File: config.mk
export PLATFORM = sky130hd
export DESIGN_NAME = bpsk_demodulator_flat
export DESIGN_NICKNAME = d
export VERILOG_FILES = /design/src/rtl/bpsk_pkg.sv /design/src/rtl/bpsk_demodulator_if.sv /design/src/rtl/bpsk_correlator.sv /design/src/rtl/bpsk_demodulator.sv /design/src/flat_wrapper.sv
export SDC_FILE = /design/constraint.sdc
export NUM_CORES = 1
export LEC_CHECK = 0
export ABC_AREA = 1
export BUFFER_PORTS_ARGS = -buffer_cell sky130_fd_sc_hd__buf_2
export CORE_MARGIN = 3
export CORE_UTILIZATION = 45
export DETAILED_ROUTE_END_ITERATION = 8
export GPL_TIMING_DRIVEN = 0
export HOLD_SLACK_MARGIN = 0.08
export PLACE_DENSITY_LB_ADDON = 0.1
export SETUP_SLACK_MARGIN = 0.5
export SYNTH_ARGS = -nofsm -noshare
export SYNTH_HDL_FRONTEND = slang
export SYNTH_SLANG_ARGS = --single-unit
export TNS_END_PERCENT = 20
File: constraint.sdc
create_clock -name clk -period 6.2 [get_ports clk]
set_input_delay 0.31 -clock clk [delete_from_list [all_inputs] [get_ports clk]]
set_output_delay 0.31 -clock clk [all_outputs]
set_load 0.03 [all_outputs]
File: src/rtl/bpsk_pkg.sv
// Constants, helpers and state type shared by the BPSK modulator and demodulator.
// Both ends of the link import this so their sample and frame geometry agree.
package bpsk_pkg;

    localparam int SAMPLE_NUMBER_DEF = 256;
    localparam int SAMPLE_WIDTH_DEF  = 12;
    localparam int DATA_WIDTH_DEF    = 12;

    typedef enum logic {
        ST_IDLE = 1'b0,
        ST_ACC  = 1'b1
    } state_e;

    function automatic int midscale(input int sample_width);
        return 1 << (sample_width - 1);
    endfunction

    // Enough headroom for a full symbol of worst-case samples of one polarity.
    function automatic int acc_width(input int sample_width, input int sample_number);
        return sample_width + 1 + $clog2(sample_number);
    endfunction

endpackage

File: src/rtl/bpsk_demodulator_if.sv
// Sample-in / codeword-out bundle of the BPSK demodulator.
interface bpsk_demodulator_if #(
    parameter int SAMPLE_WIDTH = bpsk_pkg::SAMPLE_WIDTH_DEF,
    parameter int DATA_WIDTH   = bpsk_pkg::DATA_WIDTH_DEF
) ();
    logic                    en;
    logic [SAMPLE_WIDTH-1:0] signal_in;
    logic                    busy;
    logic                    dv;
    logic                    abort;
    logic [DATA_WIDTH-1:0]   q;

    modport master (output en, output signal_in, input busy, input dv, input abort, input q);
    modport slave  (input en, input signal_in, output busy, output dv, output abort, output q);
endinterface

File: src/rtl/bpsk_correlator.sv
// Correlates each symbol period against a square-wave carrier and slices one bit.
// bit_valid/bit_out are combinational so the decision lands on the last sample's edge.
module bpsk_correlator
    import bpsk_pkg::*;
#(
    parameter int SAMPLE_NUMBER = SAMPLE_NUMBER_DEF,
    parameter int SAMPLE_WIDTH  = SAMPLE_WIDTH_DEF
) (
    input  logic                    clk,
    input  logic                    arst,
    input  logic                    en,
    input  logic                    clear,
    input  logic [SAMPLE_WIDTH-1:0] signal_in,
    output logic                    bit_valid,
    output logic                    bit_out
);
    localparam int CW  = $clog2(SAMPLE_NUMBER);
    localparam int AW  = acc_width(SAMPLE_WIDTH, SAMPLE_NUMBER);
    localparam int MID = midscale(SAMPLE_WIDTH);

    logic [CW-1:0]           cnt_q, cnt_d;
    logic signed [AW-1:0]    acc_q, acc_d;
    logic signed [AW-1:0]    acc_sum;
    logic signed [AW-1:0]    d_ext;
    logic signed [SAMPLE_WIDTH:0] d;

    always_comb begin
        d       = $signed({1'b0, signal_in}) - $signed((SAMPLE_WIDTH + 1)'(MID));
        d_ext   = {{(AW - SAMPLE_WIDTH - 1){d[SAMPLE_WIDTH]}}, d};
        // Counter MSB marks the second half-period, where the reference is negative.
        acc_sum = cnt_q[CW-1] ? (acc_q - d_ext) : (acc_q + d_ext);
        bit_valid = en && (&cnt_q);
        bit_out   = ~acc_sum[AW-1];

        cnt_d = cnt_q;
        acc_d = acc_q;
        if (clear) begin
            cnt_d = '0;
            acc_d = '0;
        end else if (en) begin
            cnt_d = cnt_q + 1'b1;
            acc_d = bit_valid ? '0 : acc_sum;
        end
    end

    always_ff @(posedge clk or negedge arst) begin
        if (!arst) begin
            cnt_q <= '0;
            acc_q <= '0;
        end else begin
            cnt_q <= cnt_d;
            acc_q <= acc_d;
        end
    end

endmodule

File: src/rtl/bpsk_demodulator.sv
// BPSK demodulator: frame FSM, symbol counter and codeword shift register around
// the carrier correlator. Emits one codeword per DATA_WIDTH symbols with a dv strobe.
module bpsk_demodulator
    import bpsk_pkg::*;
#(
    parameter int SAMPLE_NUMBER = SAMPLE_NUMBER_DEF,
    parameter int SAMPLE_WIDTH  = SAMPLE_WIDTH_DEF,
    parameter int DATA_WIDTH    = DATA_WIDTH_DEF
) (
    input  logic                clk,
    input  logic                arst,
    bpsk_demodulator_if.slave   bus
);
    localparam int SYW = (DATA_WIDTH > 1) ? $clog2(DATA_WIDTH) : 1;

    state_e                state_q, state_d;
    logic [SYW-1:0]        sym_q, sym_d;
    logic [DATA_WIDTH-1:0] shreg_q, shreg_d;
    logic [DATA_WIDTH-1:0] q_q, q_d;
    logic                  busy_q, busy_d;
    logic                  dv_q, dv_d;
    logic                  abort_q, abort_d;
    logic                  bit_valid, bit_out;
    logic                  clear;

    // Clearing on the same cycle en drops lets a new frame start right behind an abort.
    assign clear = (state_q == ST_ACC) && !bus.en;

    bpsk_correlator #(
        .SAMPLE_NUMBER (SAMPLE_NUMBER),
        .SAMPLE_WIDTH  (SAMPLE_WIDTH)
    ) u_correlator (
        .clk       (clk),
        .arst      (arst),
        .en        (bus.en),
        .clear     (clear),
        .signal_in (bus.signal_in),
        .bit_valid (bit_valid),
        .bit_out   (bit_out)
    );

    always_comb begin
        state_d = state_q;
        sym_d   = sym_q;
        shreg_d = shreg_q;
        q_d     = q_q;
        busy_d  = busy_q;
        dv_d    = 1'b0;
        abort_d = 1'b0;

        case (state_q)
            ST_IDLE: begin
                if (bus.en) begin
                    state_d = ST_ACC;
                    busy_d  = 1'b1;
                end
            end
            ST_ACC: begin
                if (!bus.en) begin
                    state_d = ST_IDLE;
                    busy_d  = 1'b0;
                    abort_d = 1'b1;
                    sym_d   = '0;
                end
            end
            default: state_d = ST_IDLE;
        endcase

        if (bit_valid) begin
            shreg_d = {shreg_q[DATA_WIDTH-2:0], bit_out};
            if (sym_q == SYW'(DATA_WIDTH - 1)) begin
                q_d     = shreg_d;
                dv_d    = 1'b1;
                busy_d  = 1'b0;
                state_d = ST_IDLE;
                sym_d   = '0;
            end else begin
                sym_d = sym_q + 1'b1;
            end
        end
    end

    always_ff @(posedge clk or negedge arst) begin
        if (!arst) begin
            state_q <= ST_IDLE;
            sym_q   <= '0;
            shreg_q <= '0;
            q_q     <= '0;
            busy_q  <= 1'b0;
            dv_q    <= 1'b0;
            abort_q <= 1'b0;
        end else begin
            state_q <= state_d;
            sym_q   <= sym_d;
            shreg_q <= shreg_d;
            q_q     <= q_d;
            busy_q  <= busy_d;
            dv_q    <= dv_d;
            abort_q <= abort_d;
        end
    end

    assign bus.busy  = busy_q;
    assign bus.dv    = dv_q;
    assign bus.abort = abort_q;
    assign bus.q     = q_q;

endmodule

File: src/flat_wrapper.sv
// flat-port wrapper written by rule: the top's interface ports become plain ports
module bpsk_demodulator_flat import bpsk_pkg::*;
#(
    parameter int SAMPLE_NUMBER = SAMPLE_NUMBER_DEF,
    parameter int SAMPLE_WIDTH  = SAMPLE_WIDTH_DEF,
    parameter int DATA_WIDTH    = DATA_WIDTH_DEF
)
  (clk, arst, bus_en, bus_signal_in, bus_busy, bus_dv, bus_abort, bus_q);
  bpsk_demodulator_if #(.SAMPLE_WIDTH(SAMPLE_WIDTH), .DATA_WIDTH(DATA_WIDTH)) bus_i ();
  input  logic clk;
  input  logic arst;
  input wire logic [$bits(bus_i.en)-1:0] bus_en;
  input wire logic [$bits(bus_i.signal_in)-1:0] bus_signal_in;
  output wire logic [$bits(bus_i.busy)-1:0] bus_busy;
  output wire logic [$bits(bus_i.dv)-1:0] bus_dv;
  output wire logic [$bits(bus_i.abort)-1:0] bus_abort;
  output wire logic [$bits(bus_i.q)-1:0] bus_q;
  assign bus_i.en = bus_en;
  assign bus_i.signal_in = bus_signal_in;
  assign bus_busy = bus_i.busy;
  assign bus_dv = bus_i.dv;
  assign bus_abort = bus_i.abort;
  assign bus_q = bus_i.q;
  bpsk_demodulator #(.SAMPLE_NUMBER(SAMPLE_NUMBER), .SAMPLE_WIDTH(SAMPLE_WIDTH), .DATA_WIDTH(DATA_WIDTH)) u_core (.clk(clk), .arst(arst), .bus(bus_i));
endmodule
; ---- Yosys cells after proc, flatten, opt, wreduce, memory -nomap -nowiden
; Cells that the tools add are included.
[op_classes]
add_sub_neg = 5
eq_ne = 2
n_mux = 22
bitwise_logic = 2
n_reduce_logical = 8
[ops]
columns = operator, count
row1 = 21-bit 2-to-1 mux, 4
row2 = 21-bit by 13-bit adder with 21-bit output, 1
row3 = 21-bit by 13-bit subtractor with 21-bit output, 1
row4 = 4-bit 2-to-1 mux, 4
row5 = 8-bit 2-to-1 mux, 2
row6 = "12-bit by 12-bit subtractor with 13-bit output, second input constant", 1
row7 = 1-bit 2-to-1 mux, 11
row8 = "8-bit by 1-bit adder with 8-bit output, second input constant", 1
row9 = 8-bit AND reduction, 1
row10 = "4-bit by 1-bit adder with 4-bit output, second input constant", 1
row11 = "4-bit equality test, second input constant", 1
row12 = 2-bit AND reduction, 2
row13 = 2-bit nonzero test, 2
row14 = 1-bit logical AND, 2
row15 = "2-bit by 1-bit != test with 1-bit output, second input constant", 1
row16 = 1-bit inverter, 2
row17 = 1-bit case mux with 2 select lines, 1
row18 = 1-bit zero test, 1
[word_totals]
regBits = 60
output_inout_bits = 15
elab_cells = 48

; ---- Logic depth before layout (Yosys ltp)
[logic_depth]
word_depth = 6
mapped_depth = 19

; ---- Hierarchy
; Synthesis repeated with hierarchy kept, for this count alone.
[unflattened]
cells_unflattened = 576
area_unflattened_um2 = 4119.0
[by_module_without_submodules]
columns = mod, n_inst, cells_each, area_per_inst_um2, seq_area_each_um2
row1 = bpsk_correlator, 1, 448, 2847.7, 725.7
row2 = bpsk_demodulator, 1, 128, 1271.2, 775.7

; ---- Worst setup path after synthesis
; OpenSTA, ideal clock, no wires.
[synth_timing]
path_kind = input -> register
from = input port bus_signal_in[2]
to = register u_core.q_q[0] (netlist: u_core.bus.q[0])
setup_ps = 117
arrival_ps = 2176
setup_slack_ps = 3906
stages = 16
cell_sequence = nor3_1 nand4_1 nor3_1 nand2_1 o21ai_0 ha_1 nand2_1 inv_1 a21oi_1 nand2_1 nand2_1 nand2_1 nor2_1 nand2_1 nand3_1 nand2_1
[synth_via]
elab_chain_len = 4
[synth_rtl]
columns = item, line
row1 = start: declaration, flat_wrapper.sv:13  ; input wire logic [$bits(bus_i.signal_in)-1:0] bus_signal_in;
row2 = 12-bit by 12-bit subtractor with 13-bit output (*), bpsk_correlator.sv:28  ; d = $signed({1'b0, signal_in}) - $signed((SAMPLE_WIDTH + 1)'(MID));
row3 = 21-bit by 13-bit adder with 21-bit output or 21-bit by 13-bit subtractor with 21-bit output (tied branches), bpsk_correlator.sv:31  ; acc_sum = cnt_q[CW-1] ? (acc_q - d_ext) : (acc_q + d_ext);
row4 = 21-bit 2-to-1 mux (*), bpsk_correlator.sv:31
row5 = 1-bit inverter (*), bpsk_correlator.sv:33  ; bit_out = ~acc_sum[AW-1];
row6 = end signal: assignment, bpsk_demodulator.sv:96  ; q_q <= q_d;
row7 = end: declaration, bpsk_demodulator.sv:19  ; logic [DATA_WIDTH-1:0] q_q, q_d;
; Mark *: on every way between the ends. The rest lies on a longest branch, timed or not.
; A chain may end at the register's enable or synchronous reset.

; ---- Worst setup path after layout
; Ends and elaborated chain as after synthesis.

==> qor.yml <==
clock_tree:
  postCtsResizedCells: 0
  source_to_sink_clock_delay_at_the_later_pin_of_the_worst_skew_pair_ns: 0.34
  cts_tree: "done"
  tritoncts.num_buffers: 9
  clkTransAtPathRegs_ns: 0.08
  max-clock-path-buffers: 2
  clockRootBuffer: "sky130_fd_sc_hd__clkbuf_8"
  numClockSinks: 60
  cts.htree.levels: 3
flow_run:
  timing.max_cap.violations: 0
routing:
  drt_drc_violations_left: 0
  drt_first_iter_violations: 165
  num_vias: 3620
  viasPerCell: 4.99
  drt_first_pass_iters: 5
  detail-route-antenna-nets: 0
  drt-wirelength-per-cell_um: 12.9
  detail_route.wirelength_um: 9370
placement:
  portBuffers: 29
  globalplace.congestion: 0.944
  hpwlAfterDp_um: 7140
global_routing:
  vias_in_the_first_global_route: 3575
  met2_usage_pct: 32.2
  first_pass_grt_wire_length_um: 16300
  use_met1_pct: 26.8
  grt_antenna_before_repair: 0
  grt_overflow_total: 0
  global_route.peak_usage_layer: "met2"
  met3_usage_pct: 3.51
  grt_start_max_net_pins: 61
  groute.usage.overall_pct: 20.0
synthesis:
  post_synthesis_simple_gate_area_fraction_pct: 31.1
  post_synth_main_area_contributors: "sky130_fd_sc_hd__dfrtp_1 (37%), sky130_fd_sc_hd__nand2_1 (17%), sky130_fd_sc_hd__inv_1 (7.5%)"
  synth_top_family_by_area: "simple AND/OR/NAND/NOR gates"
  ys_top_cells_by_count: "sky130_fd_sc_hd__nand2_1 (183), sky130_fd_sc_hd__inv_1 (82), sky130_fd_sc_hd__dfrtp_1 (60), sky130_fd_sc_hd__nor2_1 (46), sky130_fd_sc_hd__o21ai_0 (37)"
  gate_count_post_synth: 572
  yosys_warnings: 0
  synth.lib_cells_used.distinct: 39
  synth_ff_type: "sky130_fd_sc_hd__dfrtp_1"
  synth_seq_cells: 60
  most_common_cell_in_the_synthesized_netlist: "sky130_fd_sc_hd__nand2_1"
  yosys.area_share.adder_pct: 7.49
  synth.net_count: 611
  compound_gate_fraction_of_synth_area_pct: 11.1
  muxShareOfSynthArea_pct: 0
  synth_area_per_cell_sq_um: 7.19
  synth-xor-area-share_pct: 3.81
  synthesis.area_sq_um: 4110
  count_of_flip_flops_with_a_built_in_enable_after_synthesis: 0
  synth-async-reset-ratio_pct: 100
  ys_seq_area_share_pct: 36.5
  top_cell_type_by_total_area_after_synthesis: "sky130_fd_sc_hd__dfrtp_1"
  synth.top_cell.area_share_pct: 36.5
critical_path:
  cpMaxStageDelayCell: "sky130_fd_sc_hd__nor3_1"
  worst_setup_path_start_kind: "input pin"
  crit_path_cells: "buf_2, nor3_1, nand4_1, nor3_1, nand2_1, o21ai_0, ha_1, nand2_1, inv_1, a21oi_1, nand2_1, nand2_1, nand2_1, nor2_1, nand2_1, nand3_1, nand2_1"
  critical_path_cell_count: 17
  timing_worst_setup_path_type: "input pin to flop"
  cpMostUsedCell: "sky130_fd_sc_hd__nand2_1"
  cpLargestDelayFamily: "simple AND/OR/NAND/NOR gates"
  max_stage_delay_ns: 0.39
  rr_endpoint: "u_core.bus.q[0]"
  timing.critical_path.to_type: "flop"
  rrSetupSlack_ns: 3.61
  critical_path.endpoint: "u_core.bus.q[0]"
  timing.critical_path.from: "bus_signal_in[2]"
  reg2reg_from: "u_core.u_correlator.cnt_q[7]"
  crit_buf_inv: 2
  worst_ep_arrival_time_ns: 3.11
  critPathMaxFanout: 5
  reg2reg_depth: 15
  worst_ep_required_time_ns: 6.43
timing:
  slew-limit-headroom_pct: 48.8
  post-route-min-period_ns: 2.88
  post-route-period-util_pct: 46.5
  worst-slew-pin-transition_ns: 0.768
  rsz0062_at_grt: "false"
  fin_tns_setup_ns: 0
  hold_viol_final: 0
  timing.final.max_slew_violations: 0
  finalSetupViolations: 0
  max_freq_mhz: 347
  skew_ns: 0.0136
finish:
  total_area_of_multi_input_combinational_cells_sq_um: 2200
  finalCoreUtilization_pct: 52.4
  layout-drive-gt1-share_pct: 14.1
  antenna-diode-count: 0
  syn2layout_area_growth_pct: 12.4
  fin_nets: 652
  layout.area.seq_sq_um: 1500
  filler_cell_count: 873
floorplan:
  die_x_um: 102
  die_height_um: 102
  starting_density_of_the_core_pct: 46.7
  core_area_sq_um: 8810
  design.portCount: 30
  rows: 34
  dieArea_sq_um: 10300
power:
  power_density_nw_per_um2: 343
  static-leakage-power_nw: 2.51
  ir_drop_mv: 0.167
worst_hold_path:
  hp-class: "input pin to flop"
  hp-start: "bus_signal_in[0]"
status:
  outcome: "complete, no violations"
[layer usage]
layer  up-vias  wire length [um]
met3        14               236
met1      1674              4640
met4         0               193
met5         -                 0
met2        47              4300
li1       1885                 -
[state kept, by name, indices dropped and copies added, names as in the netlist]
signal                     flops
u_core.bus.abort               1
u_core.shreg_q                11
u_core.bus.busy                1
u_core.bus.dv                  1
u_core.bus.q                  12
u_core.u_correlator.cnt_q      8
u_core.state_q                 1
u_core.u_correlator.acc_q     21
u_core.sym_q                   4
[worst min-delay path: cells and delay by family]
| family | cells | cell delay (ns) |
|---|---|---|
| fa+ha+maj | 1 | 0.13 |
| compound gates | 1 | 0.07 |
| buf+inv | 1 | 0.11 |
[cell usage in the layout, fill, tap and decap left out, types with 2 or more instances in the layout]
master                      netlist  final
sky130_fd_sc_hd__a21oi_1         16     16
sky130_fd_sc_hd__a22o_1           2      2
sky130_fd_sc_hd__buf_2            3     31
sky130_fd_sc_hd__buf_4            3      4
sky130_fd_sc_hd__buf_6            4      4
sky130_fd_sc_hd__bufinv_16        0      2
sky130_fd_sc_hd__clkbuf_1         1      2
sky130_fd_sc_hd__clkbuf_8         0      9
sky130_fd_sc_hd__clkinv_2         1      3
sky130_fd_sc_hd__dfrtp_1         60     60
sky130_fd_sc_hd__ha_1            23     23
sky130_fd_sc_hd__inv_1           82     82
sky130_fd_sc_hd__inv_2            2      2
sky130_fd_sc_hd__nand2_1        183    183
sky130_fd_sc_hd__nand2_2         11     11
sky130_fd_sc_hd__nand3_1         31     31
sky130_fd_sc_hd__nand3b_1         3      3
sky130_fd_sc_hd__nand4_1          8      8
sky130_fd_sc_hd__nor2_1          46     46
sky130_fd_sc_hd__nor2_2           3      3
sky130_fd_sc_hd__nor3_1           5      5
sky130_fd_sc_hd__o21ai_0         37     37
sky130_fd_sc_hd__o21ai_1          3      3
sky130_fd_sc_hd__o21ai_2          9      9
sky130_fd_sc_hd__o21bai_1         3      3
sky130_fd_sc_hd__o22ai_1          3      3
sky130_fd_sc_hd__o31ai_1          2      2
sky130_fd_sc_hd__xnor2_1          8      8
sky130_fd_sc_hd__xor2_1           8      8
[cells by family after synthesis]
kind of cell / after synthesis
xor+xnor: 17
flops: 60
compound gates: 78
buf+inv: 97
simple gates: 296
fa+ha+maj: 24
[worst min path at each step]
stage | slack [ns] | depth (start not counted) | endpoint
finish | 0.32 | 3 | u_core.u_correlator.acc_q[0]
global route | 0.33 | 3 | u_core.u_correlator.acc_q[0]
CTS | 0.30 | 3 | u_core.u_correlator.acc_q[0]
detailed placement | 0.44 | 1 | u_core.u_correlator.acc_q[1]
global placement | 0.47 | 2 | u_core.bus.q[7]
floorplan | 0.01 | 0 | u_core.bus.abort
[report_power, final]
part / internal, mW / total (mW) / leakage, nW / switching [mW]
registers: 0.458 / 0.499 / 0.793 / 0.0413
clock network: 0.227 / 0.397 / 0.111 / 0.169
logic: 0.250 / 0.689 / 1.61 / 0.440
total: 0.935 / 1.59 / 2.51 / 0.651
[area by class of cell]
cell class                 instances  area share, %
multi-input combinational        415           47.5
inverter                          86           7.07
buffer                            11           1.87
sequential                        60           32.5
timing repair buffer              30           3.41
tap                              108           2.93
clock buffer                      10           2.76
clock inverter                     6           1.90
[what timing repair did]
action / 4_1_cts / 5_1_grt
buffers inserted: 0 / 0
hold buffers: 1 / 0
setup endpoints to repair: 0 / 0
endpoints found under the hold margin: 26 / 0
[through the flow]
| step | instances | instance area, sq um | power [mW] | hold slack (ns) | setup slack, ns |
|---|---|---|---|---|---|
| after CTS | 726 | 4620 | 1.60 | 0.302 | 3.38 |
| final | 726 | 4620 | 1.59 | 0.321 | 3.32 |
| after global placement | 709 | 4390 | 1.18 | 0.466 | 3.07 |
| after floorplan | 572 | 4110 | 1.03 | 0.0144 | 3.91 |
| after detailed placement | 709 | 4390 | 1.19 | 0.441 | 3.01 |
| after global routing | 726 | 4620 | 1.73 | 0.326 | 3.10 |
Note: power is estimated with default switching activity, not from simulation.
